### src/rtl/decode_ctrl_pkg.sv
// decode_ctrl_pkg: FSM state encoding, ALU/multiply command codes and flag-write codes
package decode_ctrl_pkg;
    typedef enum logic [3:0] {
        FETCH, DECODE, MEMADR, MEMRD, MEMWB, MEMWR, EXECR, EXECI,
        ALUWB, BRANCH, MULX, MULWB_LO, MULWB_HI
    } state_t;
    localparam logic [2:0] ALU_ADD  = 3'b000;
    localparam logic [2:0] ALU_SUB  = 3'b001;
    localparam logic [2:0] ALU_AND  = 3'b010;
    localparam logic [2:0] ALU_ORR  = 3'b011;
    localparam logic [2:0] ALU_MUL  = 3'b111;
    localparam logic [2:0] ALU_SMUL = 3'b110;
    localparam logic [2:0] ALU_UMUL = 3'b101;
    localparam logic [3:0] CMD_ADD  = 4'b0100;
    localparam logic [3:0] CMD_SUB  = 4'b0010;
    localparam logic [3:0] CMD_AND  = 4'b0000;
    localparam logic [3:0] CMD_ORR  = 4'b1100;
    localparam logic [3:0] CMD_MUL  = 4'b1001;
    localparam logic [3:0] CMD_SMUL = 4'b1101;
    localparam logic [3:0] CMD_UMUL = 4'b1111;
    localparam logic [1:0] FLAGW_NONE = 2'b00;
    localparam logic [1:0] FLAGW_NZ   = 2'b10;
    localparam logic [1:0] FLAGW_ALL  = 2'b11;
    function automatic logic is_mul(input logic [3:0] cmd);
        return cmd == CMD_MUL || cmd == CMD_SMUL || cmd == CMD_UMUL;
    endfunction
    function automatic logic [2:0] alu_dec(input logic [3:0] cmd);
        case (cmd)
            CMD_SUB:  return ALU_SUB;
            CMD_AND:  return ALU_AND;
            CMD_ORR:  return ALU_ORR;
            CMD_MUL:  return ALU_MUL;
            CMD_SMUL: return ALU_SMUL;
            CMD_UMUL: return ALU_UMUL;
            default:  return ALU_ADD;
        endcase
    endfunction
    function automatic logic [1:0] flag_dec(input logic [3:0] cmd, input logic s);
        return !s ? FLAGW_NONE :
               (cmd == CMD_ADD || cmd == CMD_SUB) ? FLAGW_ALL :
               (cmd == CMD_AND || cmd == CMD_ORR || is_mul(cmd)) ? FLAGW_NZ : FLAGW_NONE;
    endfunction
endpackage

### src/rtl/decode_ctrl_mul_lat_counter.sv
// mul_lat_counter: loadable down-counter with zero flag timing multiply execution
module mul_lat_counter #(
    parameter int W = 3
) (
    input  logic         clk,
    input  logic         reset,
    input  logic         load,
    input  logic         dec,
    input  logic [W-1:0] value,
    output logic         zero
);
    logic [W-1:0] cnt;
    always_ff @(posedge clk or negedge reset)
        if (!reset) cnt <= '0;
        else if (load) cnt <= value;
        else if (dec && cnt != '0) cnt <= cnt - 1'b1;
    assign zero = cnt == '0;
endmodule

### src/rtl/decode_ctrl.sv
// decode_ctrl: multicycle instruction-decode FSM with multi-cycle multiply.
// DECODE_CTRL_LONGMUL_EN adds a second (RdHi) write-back for SMUL/UMUL.
module decode_ctrl
    import decode_ctrl_pkg::*;
#(
    parameter int MUL_LAT = 4
) (
    input  logic       clk,
    input  logic       reset,
    input  logic [1:0] Op,
    input  logic [5:0] Funct,
    input  logic [3:0] Rd,
    input  logic       MemReady,
    output logic [1:0] FlagW,
    output logic       PCS,
    output logic       NextPC,
    output logic       RegW,
    output logic       MemW,
    output logic       IRWrite,
    output logic       AdrSrc,
    output logic [1:0] ResultSrc,
    output logic       ALUSrcA,
    output logic [1:0] ALUSrcB,
    output logic [1:0] ImmSrc,
    output logic [1:0] RegSrc,
    output logic [2:0] ALUControl,
    output logic       WrHi,
    output logic       Busy
);
    localparam int CW = $clog2(MUL_LAT) + 1;
    if (MUL_LAT < 1 || MUL_LAT > 16) begin : g_bad_lat
        $error("decode_ctrl: MUL_LAT must be in 1..16");
    end
    state_t state, next;
    logic [3:0] cmd;
    logic cnt_zero, ir_w, reg_w, mem_w, busy, branch, alu_st, flag_st;
    assign cmd = Funct[4:1];
    always_ff @(posedge clk or negedge reset)
        if (!reset) state <= FETCH;
        else state <= next;
    always_comb begin
        next = FETCH;
        case (state)
            FETCH:    next = MemReady ? DECODE : FETCH;
            DECODE:   next = Op == 2'b01 ? MEMADR : Op == 2'b10 ? BRANCH : Op == 2'b11 ? FETCH :
                             Funct[5] ? EXECI : is_mul(cmd) ? MULX : EXECR;
            MEMADR:   next = Funct[0] ? MEMRD : MEMWR;
            MEMRD:    next = MemReady ? MEMWB : MEMRD;
            MEMWR:    next = MemReady ? FETCH : MEMWR;
            EXECR:    next = ALUWB;
            EXECI:    next = ALUWB;
            MULX:     next = cnt_zero ? MULWB_LO : MULX;
`ifdef DECODE_CTRL_LONGMUL_EN
            MULWB_LO: next = cmd == CMD_MUL ? FETCH : MULWB_HI;
`endif
            default:  next = FETCH;
        endcase
    end
    // Loaded on the DECODE->MULX edge so MULX lasts exactly MUL_LAT cycles
    mul_lat_counter #(.W(CW)) u_cnt (
        .clk   (clk),
        .reset (reset),
        .load  (state == DECODE && next == MULX),
        .dec   (state == MULX),
        .value (CW'(MUL_LAT - 1)),
        .zero  (cnt_zero)
    );
`ifdef DECODE_CTRL_LONGMUL_EN
    logic wr_hi;
    assign wr_hi = state == MULWB_HI;
    assign WrHi = reset & wr_hi;
`else
    assign WrHi = 1'b0;
`endif
    always_comb begin
        {AdrSrc, ResultSrc, ALUSrcA, ALUSrcB} = '0;
        {ir_w, reg_w, mem_w, busy, branch, alu_st, flag_st} = '0;
        case (state)
            FETCH:    begin ir_w = MemReady; ALUSrcA = 1'b1; ALUSrcB = 2'b10; ResultSrc = 2'b10; end
            DECODE:   begin ALUSrcA = 1'b1; ALUSrcB = 2'b10; ResultSrc = 2'b10; end
            MEMADR:   ALUSrcB = 2'b01;
            MEMRD:    AdrSrc = 1'b1;
            MEMWB:    begin ResultSrc = 2'b01; reg_w = 1'b1; end
            MEMWR:    begin AdrSrc = 1'b1; mem_w = 1'b1; end
            EXECR:    begin alu_st = 1'b1; flag_st = 1'b1; end
            EXECI:    begin ALUSrcB = 2'b01; alu_st = 1'b1; flag_st = 1'b1; end
            ALUWB:    reg_w = 1'b1;
            BRANCH:   begin ALUSrcB = 2'b01; ResultSrc = 2'b10; branch = 1'b1; end
            MULX:     begin alu_st = 1'b1; busy = 1'b1; end
            MULWB_LO: begin reg_w = 1'b1; alu_st = 1'b1; flag_st = 1'b1; end
            MULWB_HI: reg_w = 1'b1;
            default:  ;
        endcase
    end
    // Write/flag strobes are suppressed while reset is held, even in FETCH
    assign IRWrite    = reset & ir_w;
    assign NextPC     = reset & ir_w;
    assign RegW       = reset & reg_w;
    assign MemW       = reset & mem_w;
    assign Busy       = reset & busy;
    assign FlagW      = (reset & flag_st) ? flag_dec(cmd, Funct[0]) : FLAGW_NONE;
    assign ALUControl = alu_st ? alu_dec(cmd) : ALU_ADD;
    assign PCS        = ((Rd == 4'd15) & RegW) | (reset & branch);
    assign ImmSrc     = Op;
    assign RegSrc     = {Op == 2'b01, Op == 2'b10};
endmodule

### config.mk
export PLATFORM = sky130hd
export DESIGN_NAME = decode_ctrl
export DESIGN_NICKNAME = d
export VERILOG_FILES = /design/src/rtl/decode_ctrl_pkg.sv /design/src/rtl/decode_ctrl_mul_lat_counter.sv /design/src/rtl/decode_ctrl.sv
export SDC_FILE = /design/constraint.sdc
export NUM_CORES = 1
export LEC_CHECK = 0
export CELL_PAD_IN_SITES_DETAIL_PLACEMENT = 1
export CELL_PAD_IN_SITES_GLOBAL_PLACEMENT = 2
export CORE_MARGIN = 2
export CORE_UTILIZATION = 24
export CTS_CLUSTER_SIZE = 25
export DETAILED_ROUTE_END_ITERATION = 8
export PLACE_DENSITY = 0.79
export SYNTH_ARGS = -nofsm -noshare
export SYNTH_HDL_FRONTEND = slang
export SYNTH_SLANG_ARGS = --single-unit
### constraint.sdc
create_clock -name clk -period 3.91 [get_ports clk]
set_input_delay 1.173 -clock clk [delete_from_list [all_inputs] [get_ports clk]]
set_output_delay 1.173 -clock clk [all_outputs]
set_load 0.005 [all_outputs]
**Word-level counts from Yosys, hierarchy flattened**

Cells that the tools add are included.

- Add/subtract/negate cells: 1
- Equal/unequal tests: 23
- Mux-type cells: 30
- Bitwise operators: 8
- Reduce and logical (&&, ||, !) cells: 20

Operator list:

| kind | number |
|---|---|
| $eq A4 B4 Y1 const B | 11 |
| $pmux W4 S7 | 1 |
| $eq A4 B3 Y1 const B | 5 |
| $mux W4 | 5 |
| $mux W3 | 6 |
| $pmux W3 S6 | 1 |
| $eq A4 B2 Y1 const B | 3 |
| $mux W1 | 11 |
| $reduce_or A3 Y1 | 3 |
| $logic_not A4 Y1 | 2 |
| $mux W2 | 4 |
| $pmux W2 S2 | 2 |
| $reduce_or A4 Y1 | 2 |
| $and A1 B1 Y1 | 7 |
| $reduce_or A2 Y1 | 3 |
| $logic_or A1 B1 Y1 | 5 |
| $eq A2 B2 Y1 const B | 2 |
| $eq A4 B1 Y1 const B | 1 |
| $logic_not A3 Y1 | 1 |
| $reduce_bool A3 Y1 | 1 |
| $sub A3 B1 Y3 const B | 1 |
| $eq A2 B1 Y1 const B | 1 |
| $logic_and A1 B1 Y1 | 2 |
| $reduce_bool A2 Y1 | 1 |
| $or A1 B1 Y1 | 1 |

- Register bits: 7
- Input bits: 15
- Output and inout port bits: 22
- Logic and storage cells: 84

**Longest topological paths before layout**

Gate-level depths: netlist (run 1).

- Depth in word-level cells: 12
- Mapped depth: 6
- Depth with buffers taken out: 5

**By module**

A second synthesis (run 1) with hierarchy kept.

- Cell total of the unflattened synthesis: 112
- Area, all modules: 817.0 um^2

By module, submodules not included:

| module | instances | cells each | area each (um^2) | seq. area each (um^2) |
|---|---|---|---|---|
| decode_ctrl | 1 | 93 | 626.9 | 100.1 |
| mul_lat_counter | 1 | 19 | 190.2 | 75.1 |

**Worst setup path before layout (run 1)**

No wires, ideal clock.

- Kind: input port to output port
- Start: in Funct[1]
- End: out ALUControl[0]
- Data arrival time: 1,850 ps
- Path slack: 887 ps
- Stages: 2
- Buffers on the path: 0
- Cells stage by stage: or4bb_1 > a31oi_1

- Cells in the longest elaborated chain, start to end: 3

Ends and longest elaborated chain:

| what | RTL line | text |
|---|---|---|
| start, declared | decode_ctrl.sv:11 | `input logic [5:0] Funct,` |
| $eq A4 B4 Y1, or another cell as far along | decode_ctrl_pkg.sv:28 | `case (cmd)` |
| $pmux W3 S6 * | decode_ctrl_pkg.sv:28 |  |
| $mux W3 * | decode_ctrl.sv:102 | `assign ALUControl = alu_st ? alu_dec(cmd) : ALU_ADD;` |
| end, declared | decode_ctrl.sv:26 | `output logic [2:0] ALUControl,` |

Mark *: on every way between the ends. The rest lies on a longest branch, timed or not.

**Worst setup path in the final report (run 1)**

- Start: in Funct[3]
- End: out ALUControl[1]

Same word-level chain as after synthesis.

==> flow_summary.toml, run 1 <==
[pwr]
peakVddDrop_mv = 0.107
leakage_nw = 0.544
p_per_area_nw_per_um2 = 435

[yosys]
synth.avg_cell_area_um2 = 7.85
synth_edf_count = 0
synth_area_leader_cell = "dfrtp_1"
syn_nets = 127
ys_seq_elements = 7
synth_area_leaders = "dfrtp_1 20%, nand2b_1 5.1%, buf_4 4.3%"
synth_top_cell_area_share_pct = 20.3
synth-async-reset-ratio_pct = 100
ys_seq_area_share_pct = 20.3
mappedNetlistArea_um2 = 863
netlist_instances = 110
yosysWarnings = 0
yosysUniqueCellTypes = 46
yosysMostFrequentCell = "nor2_1"
synthTopCellsByCount = "8 x nor2_1, 7 x dfrtp_1, 7 x inv_1, 7 x nand2b_1"
synth_ff_type = "dfrtp_1"

[min_path]
min_from = "u_cnt.cnt[1]"
hold_class = "flip-flop to flip-flop"
hold_depth = 2
hold_end = "u_cnt.cnt[1]"

[finish]
diodes = 0
final_layout_size_suffix_gt1_share_pct = 11.5
nFillCells = 416
synthToLayoutAreaGrowth_pct = 50.0
num-nets-final = 166
multi_input_area_um2 = 593
seq_area_um2 = 175
utilization_pct = 38.2

[global_route]
antenna_found_initial = 0
grt_pass1_vias = 1041
grt_start_max_net_pins = 19
track_usage_pct = 14.1
gr-total-overflow = 0
grt_pass1_wl_mm = 4.75

[cts]
cts-root-buf = "clkbuf_4"
worstSkewPairLatency_ps = 240
cts_tree = "built"
cts_buffers = 3
clkSinkCount = 7
cts-htree-levels = 1
cts_buffer_depth = 2
clk_pin_slew_ps = 50
postCtsHoldBufs = 0

[run]
maxCapViolCount = 0

[timing]
setup_viol = 0
tightest_slew_ps = 581
setup_ws_ps = 81.1
hold_violations = 0
max_freq_mhz = 261
fin_skew_ps = 3.71
final_max_slew_viol_count = 0
fin_crit_ps = 3830
slew_headroom_pct = 61.3
rsz0062_at_grt = "false"
min_period_over_period_pct = 97.9

[outcome]
status = "finished clean"

[setup_path]
worst-path-max-fanout = 4
worstPathArrival_ps = 2660
worstReg2RegStart = "state[1]"
crit_required_ps = 2740
end_kind = "output port"
crit_path_start_kind = "primary input"
r2r_cells = 3
rrSetupSlack_ps = 2400
critPathLaunch = "Funct[3]"
r2r-end = "u_cnt.cnt[2]"
critPathKind = "primary input to output port"

[routing]
wire_per_inst_um = 14.5
routed_wl_mm = 2.82
drtAntennaViolNets = 0
drt_pass1_iterations = 4
post_drt_via_cell_ratio = 4.96
drtIter0Drc = 18
dr_total_vias = 963
drcViolationCount = 0

[die]
core_area_um2 = 3390
num_rows = 21
die_w_um = 64.0
die_h_um = 64.0
dieArea_um2 = 4090
ioPinCount = 37
initial_utilization_pct = 25.5

[placed_design]
place_ws_ps = -120
dp_hpwl_mm = 2.29
portBuffers = 35
gp_congestion = 0.759
-- state kept, by name, indices dropped and copies added, names as in the netlist --
signal,flops
state,4
u_cnt.cnt,3
-- routing by layer --
metal  global-route usage, %  up-vias  wire length [µm]
met3                    2.46        2               158
met4                    2.45        0                18
met5                       0        -                 0
li1                        -      472                 -
met2                    25.8       33              1370
met1                    17.3      456              1270
-- worst max-delay path by stage --
stage,end,slack [ps],cells after the start
floorplan,ALUControl[0],890,2
global placement,ALUControl[0],-90,4
detailed placement,ALUControl[0],-120,4
CTS,ALUControl[2],20,6
global route,ALUControl[1],4,6
finish,ALUControl[1],80,6
-- area by class of cell --
type	instances	area share (%)
Tap cell	46	4.44
Sequential cell	7	13.5
Inverter	7	2.03
Multi-Input combinational cell	86	45.8
Timing Repair Buffer	44	32.2
Clock buffer	4	2.03
-- timing repair --
item / 4_1_cts / 5_1_grt
endpoints found under the setup margin: 3 / 1
setup buffers: 0 / 0
resized for setup: 3 / 1
-- cell usage in the layout, fill, tap and decap left out, drive strengths merged, types with 2 or more instances in the layout --
cell type and n:
a211o 2, nor4 2, and3 3, ha 2
buf 9, nor2b 6, dlygate4sd2 3, nand3 2
and3b 2, or3 2, o21ai 3, nor3 3
inv 7, nand2b 7, and2 2, xnor2 3
a21oi 6, dfrtp 7, and2b 2, clkbuf 4
clkdlybuf4s50 31, o22ai 4, nor2 9, a31oi 3
nand2 4
-- metrics by stage --
stage	hold WS [ps]	instance area [µm²]	power (mW)	TNS (ps)	std cells
5_1_grt	589	1290	0.613	0	194
3_3_place_gp	512	1270	0.491	-108	190
3_5_place_dp	531	1270	0.506	-175	190
2_1_floorplan	490	863	0.357	0	110
6_report	543	1290	0.564	0	194
4_1_cts	546	1290	0.572	0	194
-- critical path: stages --
cell and delay [ps]:
clkdlybuf4s50_1 490, buf_4 140, nor2_1 50, xnor2_1 110
nor3_1 150, clkdlybuf4s50_1 540
-- cell families after synthesis --
| kind of cell | count (synthesis) | share of synthesized area (%) |
|---|---|---|
| compound gates | 25 | 19.0 |
| xor+xnor | 4 | 4.06 |
| fa+ha+maj | 2 | 2.90 |
| buf+inv | 17 | 11.0 |
| flops | 7 | 20.3 |
| mux | 1 | 1.30 |
| other cells | 1 | 0.434 |
| simple gates | 53 | 41.0 |
-- report_power, final --
| part | internal [mW] | leakage, nW | switching (mW) |
|---|---|---|---|
| logic | 0.191 | 0.447 | 0.147 |
| registers | 0.0974 | 0.0819 | 0.0638 |
| clock network | 0.0388 | 0.0150 | 0.0252 |
Note: power is estimated with default switching activity, not from simulation.
==> inputs of run 2 (changes only) <==
==> constraint.sdc (replaced) <==
create_clock -name clk -period 4.7 [get_ports clk]
set_input_delay 1.41 -clock clk [delete_from_list [all_inputs] [get_ports clk]]
set_output_delay 1.41 -clock clk [all_outputs]
set_load 0.005 [all_outputs]
==> run 2 against run 1 <==
Compared with the run above: sequential share of layout area up 0.47 points; setup slack better by 82 ps; largest cell class unchanged; wire length down 5.4%.
==> flow_summary.toml, run 2 (same netlist as run 1, synthesis figures left out) <==
[outcome]
status = "finished clean"

[placed_design]
portBuffers = 35
dp_hpwl_mm = 2.13
gp_congestion = 0.762
placed_area_um2 = 1220

[cts]
cts_setup_buffers = 0
cts_buffers = 3
clk_pin_slew_ps = 50
cts_buffer_depth = 2
cts-htree-levels = 1
worstSkewPairLatency_ps = 250
cts_resized = 0
postCtsHoldBufs = 0
cts_tree = "built"
cts-root-buf = "clkbuf_4"
clkSinkCount = 7

[finish]
largest_register_ffs = 4
final_layout_size_suffix_gt1_share_pct = 7.75
final_common_cell = "clkdlybuf4s50_1"
diodes = 0
design_area_um2 = 1250
synthToLayoutAreaGrowth_pct = 44.9
num-nets-final = 160
reg_top3 = "state (4), u_cnt.cnt (3)"
mostFrequentLayoutCells = "35 x clkdlybuf4s50_1, 8 x nor2_1, 7 x inv_1, 7 x nand2b_1, 7 x dfrtp_1"
regMostFlops = "state"

[setup_path]
end_kind = "output port"
rrSetupSlack_ps = 3170
cp-endpoint = "ALUControl[0]"
critPathKind = "primary input to output port"
critPathLaunch = "Funct[2]"
crit_required_ps = 3290
r2r-end = "u_cnt.cnt[2]"
r2r_cells = 3
crit_path_start_kind = "primary input"
worst-path-max-fanout = 5
worstReg2RegStart = "state[2]"
worstPathArrival_ps = 3130

[timing]
rsz0062_at_grt = "false"
tightest_slew_ps = 587
fin_crit_ps = 4540
hold_violations = 0
slew_headroom_pct = 60.9
max_freq_mhz = 220
min_period_over_period_pct = 96.5
fin_skew_ps = 1.40
tns_ps = 0
final_max_slew_viol_count = 0
setup_viol = 0

[min_path]
hold_class = "flip-flop to flip-flop"

[global_route]
grt_pass1_wl_mm = 4.51
grt_pass1_vias = 970
grt_start_max_net_pins = 20
track_usage_pct = 13.9
gr-total-overflow = 0
antenna_found_initial = 0

[die]
die_h_um = 64.0
initial_utilization_pct = 25.5
core_area_um2 = 3390
num_rows = 21
ioPinCount = 37
dieArea_um2 = 4090
die_w_um = 64.0

[pwr]
p_per_area_nw_per_um2 = 370
leakage_nw = 0.481
peakVddDrop_mv = 0.104

[routing]
drtAntennaViolNets = 0
drt_pass1_iterations = 4
drtIter0Drc = 24
routed_wl_mm = 2.66
drcViolationCount = 0
post_drt_via_cell_ratio = 4.99
dr_total_vias = 938
wire_per_inst_um = 14.2

[run]
maxCapViolCount = 0
run 2: changes by cell type in the layout (fill, tap and decap cells not counted):
cell | previous run | this run
dlygate4sd2_1 | 3 | 0
buf_4 | 9 | 3
clkdlybuf4s50_1 | 31 | 35
dlymetal6s2s_1 | 1 | 0
run 2: worst min path at each step:
stage,start,cells past startpoint,slack [ps],to
finish,u_cnt.cnt[1],2,520,u_cnt.cnt[1]
global route,u_cnt.cnt[1],2,560,u_cnt.cnt[1]
CTS,u_cnt.cnt[1],2,530,u_cnt.cnt[1]
detailed placement,u_cnt.cnt[1],2,510,u_cnt.cnt[1]
global placement,u_cnt.cnt[1],2,510,u_cnt.cnt[1]
floorplan,u_cnt.cnt[1],2,490,u_cnt.cnt[1]
run 2: where the power goes:
part | total [mW] | internal [mW] | switching, mW
Clock | 0.0547 | 0.0324 | 0.0223
Sequential | 0.145 | 0.0809 | 0.0637
Combinational | 0.263 | 0.154 | 0.109
run 2: through the flow:
step | worst slack [ps] | power [mW] | std cells | hold slack, ps | utilization [%]
after detailed placement | 170 | 0.411 | 184 | 513 | 36.1
after global placement | 201 | 0.402 | 184 | 510 | 36.1
after floorplan | 1200 | 0.297 | 110 | 490 | -
after global routing | 37.6 | 0.508 | 188 | 556 | 36.9
after CTS | 157 | 0.469 | 188 | 527 | 36.9
final | 164 | 0.463 | 188 | 525 | 36.9
run 2: worst max-delay path, cell delays in order:
cell and delay [ps]:
clkdlybuf4s50_1 560, nand2b_1 140, or3_1 330, a31oi_1 150
clkdlybuf4s50_1 530
run 2: metal layers:
layer  vias up  global-route usage, %  routed length (µm)
met5         -                      0                   0
met3         4                   2.64                 155
met1       440                   16.6                1220
li1        460                      -                   -
met2        34                   24.5                1250
met4         0                   4.89                  38
run 2: area by class of cell:
cell class,instances,area (µm²)
fillers,408,2140
multi-input cells,86,593
well taps,46,57.6
flip-flops and latches,7,175
clock buffers,4,26.3
inverters,7,26.3
repair buffers,38,373
